--- src/rtl/button_event_capture.sv ---
`timescale 1ns/1ps
// button_event_capture
//   Debounces four raw active-low push-buttons and turns their debounced
//   transitions into strobes, sticky host-visible flags, a running press
//   count and a sticky overflow indication.
//
// Parameters
//   DB_CYCLES : consecutive stable synchronized cycles needed to accept a
//               level change (2..65535)
//   CNT_W     : width of each per-button debounce counter
//
// Ports
//   clk1          in   sole clock, rising edge
//   reset         in   synchronous, active-high
//   button[3:0]   in   raw asynchronous buttons, active-low
//   ack[3:0]      in   one-cycle clear pulses for event_flags bits
//   clr_ovf       in   one-cycle clear pulse for overflow
//   level[3:0]    out  debounced pressed state (1 = pressed)
//   press_pulse   out  one-cycle strobe on each debounced press
//   release_pulse out  one-cycle strobe on each debounced release
//   event_flags   out  sticky press flags, cleared by ack
//   event_count   out  running total of presses, wraps modulo 2^16
//   overflow      out  sticky: a press hit a still-set event flag
module button_event_capture #(
  parameter int DB_CYCLES = 20000,
  parameter int CNT_W     = 16
) (
  input  logic        clk1,
  input  logic        reset,
  input  logic [3:0]  button,
  input  logic [3:0]  ack,
  input  logic        clr_ovf,
  output logic [3:0]  level,
  output logic [3:0]  press_pulse,
  output logic [3:0]  release_pulse,
  output logic [3:0]  event_flags,
  output logic [15:0] event_count,
  output logic        overflow
);

  localparam logic [CNT_W-1:0] CNT_LAST = CNT_W'(DB_CYCLES - 1);

  logic [3:0]       r_meta_p0;
  logic [3:0]       r_sync_p1;
  logic [CNT_W-1:0] r_cnt_p2 [4];
  logic [3:0]       r_level_p2;
  logic [3:0]       r_press_p3;
  logic [3:0]       r_release_p3;
  logic [3:0]       r_flags_p4;
  logic [15:0]      r_count_p4;
  logic             r_ovf_p4;

  logic [3:0]       w_sync;
  logic [3:0]       w_diff;
  logic [3:0]       w_toggle;
  logic             w_ovf_set;

  function automatic logic [15:0] f_popcount(input logic [3:0] v);
    logic [15:0] s;
    s = '0;
    for (int k = 0; k < 4; k++) begin
      s = s + {15'd0, v[k]};
    end
    return s;
  endfunction

  // ---- stage p0/p1: two-flop synchronizer; reset loads "released" ----
  always_ff @(posedge clk1) begin
    if (reset) begin
      r_meta_p0 <= '1;
      r_sync_p1 <= '1;
    end else begin
      r_meta_p0 <= button;
      r_sync_p1 <= r_meta_p0;
    end
  end

  // Buttons are active-low; invert so 1 means pressed from here on.
  assign w_sync = ~r_sync_p1;
  assign w_diff = w_sync ^ r_level_p2;

  always_comb begin
    w_toggle = '0;
    for (int i = 0; i < 4; i++) begin
      w_toggle[i] = w_diff[i] && (r_cnt_p2[i] == CNT_LAST);
    end
  end

  // ---- stage p2: per-button debounce counter and accepted level ----
  // Any cycle where the synchronized input agrees with the level restarts
  // the count, so only an unbroken run of DB_CYCLES disagreeing cycles
  // flips the level.
  always_ff @(posedge clk1) begin
    if (reset) begin
      r_level_p2 <= '0;
      for (int i = 0; i < 4; i++) begin
        r_cnt_p2[i] <= '0;
      end
    end else begin
      for (int i = 0; i < 4; i++) begin
        if (!w_diff[i]) begin
          r_cnt_p2[i] <= '0;
        end else if (w_toggle[i]) begin
          r_cnt_p2[i]   <= '0;
          r_level_p2[i] <= ~r_level_p2[i];
        end else begin
          r_cnt_p2[i] <= r_cnt_p2[i] + CNT_W'(1);
        end
      end
    end
  end

  // ---- stage p3: edge strobes, registered on the same edge as the level ----
  always_ff @(posedge clk1) begin
    if (reset) begin
      r_press_p3   <= '0;
      r_release_p3 <= '0;
    end else begin
      r_press_p3   <= w_toggle & ~r_level_p2;
      r_release_p3 <= w_toggle &  r_level_p2;
    end
  end

  // A press landing on a flag the host has not yet acknowledged is lost
  // information; an ack in the same cycle means the host has seen it.
  assign w_ovf_set = |(r_press_p3 & r_flags_p4 & ~ack);

  // ---- stage p4: sticky flags, press counter, overflow ----
  always_ff @(posedge clk1) begin
    if (reset) begin
      r_flags_p4 <= '0;
      r_count_p4 <= '0;
      r_ovf_p4   <= 1'b0;
    end else begin
      r_flags_p4 <= (r_flags_p4 & ~ack) | r_press_p3;
      r_count_p4 <= r_count_p4 + f_popcount(r_press_p3);
      r_ovf_p4   <= w_ovf_set | (r_ovf_p4 & ~clr_ovf);
    end
  end

  assign level         = r_level_p2;
  assign press_pulse   = r_press_p3;
  assign release_pulse = r_release_p3;
  assign event_flags   = r_flags_p4;
  assign event_count   = r_count_p4;
  assign overflow      = r_ovf_p4;

endmodule

--- config.mk ---
export PLATFORM = sky130hd
export DESIGN_NAME = button_event_capture
export DESIGN_NICKNAME = d
export VERILOG_FILES = /design/src/rtl/button_event_capture.sv
export SDC_FILE = /design/constraint.sdc
export NUM_CORES = 1
export LEC_CHECK = 0
export ABC_AREA = 0
export ABC_CLOCK_PERIOD_IN_PS = 3520
export CAP_MARGIN = 20
export CORE_UTILIZATION = 45
export DETAILED_ROUTE_END_ITERATION = 16
export PLACE_DENSITY = 0.72
export SYNTH_ARGS = -nofsm -noshare
export SYNTH_HDL_FRONTEND = slang
export SYNTH_SLANG_ARGS = --single-unit
--- constraint.sdc ---
create_clock -name clk1 -period 3.52 [get_ports clk1]
set_input_delay 0.704 -clock clk1 [delete_from_list [all_inputs] [get_ports clk1]]
set_output_delay 0.704 -clock clk1 [all_outputs]
set_load 0.01 [all_outputs]
After elaboration in Yosys (flattened, before gate mapping)
Memory sizes are Yosys's and may differ from the RTL's.
Index checks and enable logic that the tools add are counted.
{ "word_totals": {"register_bits": 41, "mem_bits_rw": 64, "inputBits": 11, "out_inout_bits": 33, "word_cells": 120, "memories": 1} }
{ "op_classes": {"add_sub_neg": 8, "n_eq_ne": 4, "n_mux": 58, "n_bitwise": 29, "reduce_logical": 9} }
{ "memory_table": {"columns": ["name", "words", "width", "rd", "rd_clocked_by_memory_dff", "wr", "line", "text"], "rows": [
  ["r_cnt_p2", 4, 16, 4, 0, 4, "45", "logic [CNT_W-1:0] r_cnt_p2 [4];"]
]} }
{ "op_table": {"columns": ["operator", "n"], "rows": [
  ["two-way mux 16 bit", 12],
  ["adder 16 x 1 -> 16 bit, second input constant", 4],
  ["equality test 16 x 15 -> 1 bit, second input constant", 4],
  ["two-way mux 1 bit", 46],
  ["AND 4 bit", 5],
  ["adder 16 x 4 -> 16 bit", 1],
  ["bitwise OR 1 bit", 13],
  ["NOT 4 bit", 3],
  ["AND reduction 2 bit", 4],
  ["NOT 1 bit", 5],
  ["adder 3 x 1 -> 4 bit", 1],
  ["logical AND 1 bit", 4],
  ["bitwise OR 4 bit", 1],
  ["OR reduction 4 bit", 1],
  ["bitwise XOR 4 bit", 1],
  ["adder 2 x 1 -> 3 bit", 1],
  ["adder 1 x 1 -> 2 bit", 1],
  ["AND 1 bit", 1]
]} }

Logic depth before layout (Yosys ltp)
{ "depth": {"depth_word": 9, "mapped_depth": 9} }

Least setup slack after synthesis
Ideal clock, no wire load.
{ "synth_timing": {"path_kind": "register to register", "startpoint": "register r_press_p3[0] (netlist: press_pulse[0])", "endpoint": "register r_count_p4[14] (netlist: event_count[14])", "setup_time_ps": 71, "arrival_ps": 2505, "required_ps": 3449, "path_slack_ps": 944, "stages_incl_launch_ff": 10, "cell_sequence": "dfxtp_1 fa_1 inv_1 fa_1 inv_1 fa_1 and2_1 nand3_1 or4_1 a21oi_1"} }
{ "synth_between": {"elab_chain_cells": 4} }
{ "synth_rtl": {"columns": ["element", "line", "text"], "rows": [
  ["start, declared", "47", "logic [3:0] r_press_p3;"],
  ["start signal, assigned", "119", "r_press_p3 <= w_toggle & ~r_level_p2;"],
  ["adder 1 x 1 -> 2 bit", "62", "s = s + {15'd0, v[k]};"],
  ["adder 2 x 1 -> 3 bit", "62", null],
  ["adder 3 x 1 -> 4 bit", "62", null],
  ["adder 16 x 4 -> 16 bit", "136", "r_count_p4 <= r_count_p4 + f_popcount(r_press_p3);"],
  ["end signal, assigned", "136", null],
  ["end, declared", "50", "logic [15:0] r_count_p4;"]
]} }
Every way passes these cells.
A chain may end at the register's enable or synchronous reset.

Worst setup path in the final report
Ends and elaborated chain as after synthesis.

==> metrics.txt <==
status=complete, no violations; most frequent cells in the layout=nor2_1 (89), edfxtp_1 (64), conb_1 (64); Die ar.=0.0117 mm^2; Max-slew headroom=0.629; Overall Global Routing Usage=0.176; H-tree Lvls=3; Distinct cells, synth=48; Area Overhead vs Synth=20.9%; switching share of power=0.213; Leak Pwr=~2.1 nW; Synth Area in XOR/XNOR=0.112; Pre-antenna DRT Iters=4; Post-synth EDFFs=64; CTS tree=yes; post-DR vias/cell=about 5.0; RePlAce Congestion=0.850; initial core utilization=0.465; post-CTS setup repair buffer count=0; Iter 0 DRT Violations=around 140; max frequency=roughly 0.36 GHz; number of port buffers=43; Avg Inst Size Synth=around 10 um^2; final worst path period share=0.795; CP Class=reg2reg; nature of the critical path endpoint=register; Clock Skew=between 9 and 10 ps; Synth Area in Adders=0.0241; final wirelength=around 9400 um; Post-CTS Hold Fix Bufs=0; die boundary width=108 um; Tightest Pin Transition=around 560 ps; Async SR Flop Fraction=0; setup TNS=0 ps; Max Cap Viol=0; worst-path fanout max=5; Clk network pwr share=0.384; synthesized-area fraction occupied by and/or/nand/nor cells=0.255; row cnt=38; clock buffer depth=2; Internal=~1.9 mW; post-synth top area share=0.378; DR DRC count=0; initial antenna violation count=0; Final nets=616; max-slew violations=0; sequential share of the synthesized area=0.539; dpl hpwl=~7000 um; first-pass GRT wire length=around 16000 um; worst ir drop on vdd=approximately 270 uV; RSZ-0062 raised after global routing=no; warning count from the yosys run=0; Post-CTS Resized=0; #FFs+latches synth=roughly 110; Final ANT Viol Nets=0; Post-Syn Instances=between 400 and 500; compound-cell area share of the yosys netlist=0.0367; clk sinks=~110; Primary FF master, synth=edfxtp_1; largest net degree at the start of global routing=25; most common library cell in the layout ignoring fill and taps=nor2_1; clock slew at reported path FFs=~70 ps; core box area=around 0.011 mm^2; synth top area cells=edfxtp_1 (38%), dfxtp_1 (16%), xnor2_1 (7.8%), nor2_1 (6.6%), xor2_1 (3.4%); largest family of logic cells by synthesized area=simple AND/OR/NAND/NOR gates; Root Driver=clkbuf_16; Reg power frac=0.576; critical path launch point type=register; synthesized area=0.00508 mm^2; WHS=approximately 410 ps; Hold Fails Final Rpt=0; final setup violation count=0; number of fill cells=968; clock period minus worst slack=roughly 2800 ps; CP Data Required Time=about 3800 ps; vias in the first global route=approximately 3600; vias=approximately 3700; power share of the combinational group=0.040; PwrDens=about 400 mW/mm^2; Top Ports=44; Net Switching=just over 500 uW; wire per inst=12.7 um; Critical Path AT=around 3000 ps; layout cell share with drive strength beyond 1=0.0581; die height=approximately 110 um; Clk Latency, worst-skew pair=340 ps; cell taking the most area after synthesis=edfxtp_1; CTS Buf Count=9; grt total ovfl=0; Hold Path Class=reg2reg; Ant. Diodes=0; multiplexer share of the synthesized area=0.00197
==> cell usage after synthesis, types with 3 or more instances <==
| master | n |
|---|---|
| nor2_1 | 89 |
| edfxtp_1 | 64 |
| xnor2_1 | 45 |
| dfxtp_1 | 41 |
| nand4_1 | 25 |
| inv_1 | 22 |
| nand2_1 | 21 |
| nand3_1 | 21 |
| nor3_1 | 21 |
| xor2_1 | 20 |
| nor4_1 | 16 |
| or2_2 | 12 |
| a21oi_1 | 11 |
| clkbuf_1 | 8 |
| nor2b_1 | 7 |
| and3_1 | 6 |
| o21ai_0 | 6 |
| and4_1 | 5 |
| ha_1 | 5 |
| or3_1 | 4 |
| or4_1 | 4 |
| fa_1 | 3 |
| nand2b_1 | 3 |
| o2111ai_1 | 3 |
==> flip-flops by register name (all words and copies together) (netlist names) <==
register,count
event_count,16
event_flags,4
level,4
overflow,1
press_pulse,4
r_cnt_p2,64
r_meta_p0,4
r_sync_p1,4
release_pulse,4
==> through the flow <==
stage	total power, mW	utilization	cells	area [um^2]	setup slack, ps
3_3_place_gp	1.49	0.537	726	5870	891
4_1_cts	2.42	0.562	742	6150	707
2_1_floorplan	1.47	-	553	5320	944
3_5_place_dp	1.50	0.537	726	5870	746
5_1_grt	2.48	0.562	742	6150	555
6_report	2.39	0.562	742	6150	720
==> critical path: stages, from the launching register on <==
cell and delay (ps):
dfxtp_1 350, fa_1 550, inv_1 50, fa_1 370
inv_1 90, fa_1 210, and2_1 250, nand3_1 170
or4_1 520, a21oi_1 160
==> logic make-up (layout without fill, tap and decap cells) <==
group / count (synthesis) / count (layout)
AND/OR/NAND/NOR: 247 / 247
flip-flops: 105 / 105
XOR/XNOR: 65 / 65
buffers and inverters: 34 / 83
AO/OA/AOI/OAI: 29 / 29
adder cells (fa/ha/maj): 8 / 8
other: 1 / 64
multiplexers: 1 / 1
==> power groups by stage <==
stage,registers (mW),logic (mW),clock network [mW]
global route,1.38,0.110,0.992
detailed placement,1.40,0.0932,0
floorplan,1.39,0.0742,0
global placement,1.40,0.0915,0
finish,1.38,0.0964,0.918
CTS,1.38,0.0946,0.945
==> worst paths after layout <==
check / slack, ps / to / cells past startpoint / start
worst max-delay path: 720 / event_count[14] / 9 / press_pulse[0]
worst min register to register: 410 / r_sync_p1[2] / 1 / r_meta_p0[2]
worst max register to register: 720 / event_count[14] / 9 / press_pulse[0]
worst min-delay path: 410 / r_sync_p1[2] / 1 / r_meta_p0[2]
==> area by class of cell <==
type	instances	area [um^2]	area share
Tap cell	140	175	0.0285
Inverter	22	82.6	0.0134
Sequential cell	105	2740	0.446
Clock inverter	4	26.3	0.00428
Multi-Input combinational cell	414	2430	0.395
Timing Repair Buffer	45	445	0.0725
Clock buffer	12	246	0.0401
==> per-layer routing <==
metal	GRT usage	routed length [um]	up-vias
met4	0.0454	165	0
met1	0.223	4310	1735
li1	-	-	1891
met5	0	0	-
met3	0.0416	315	17
met2	0.301	4620	64
Note: power is estimated with default switching activity, not from simulation.
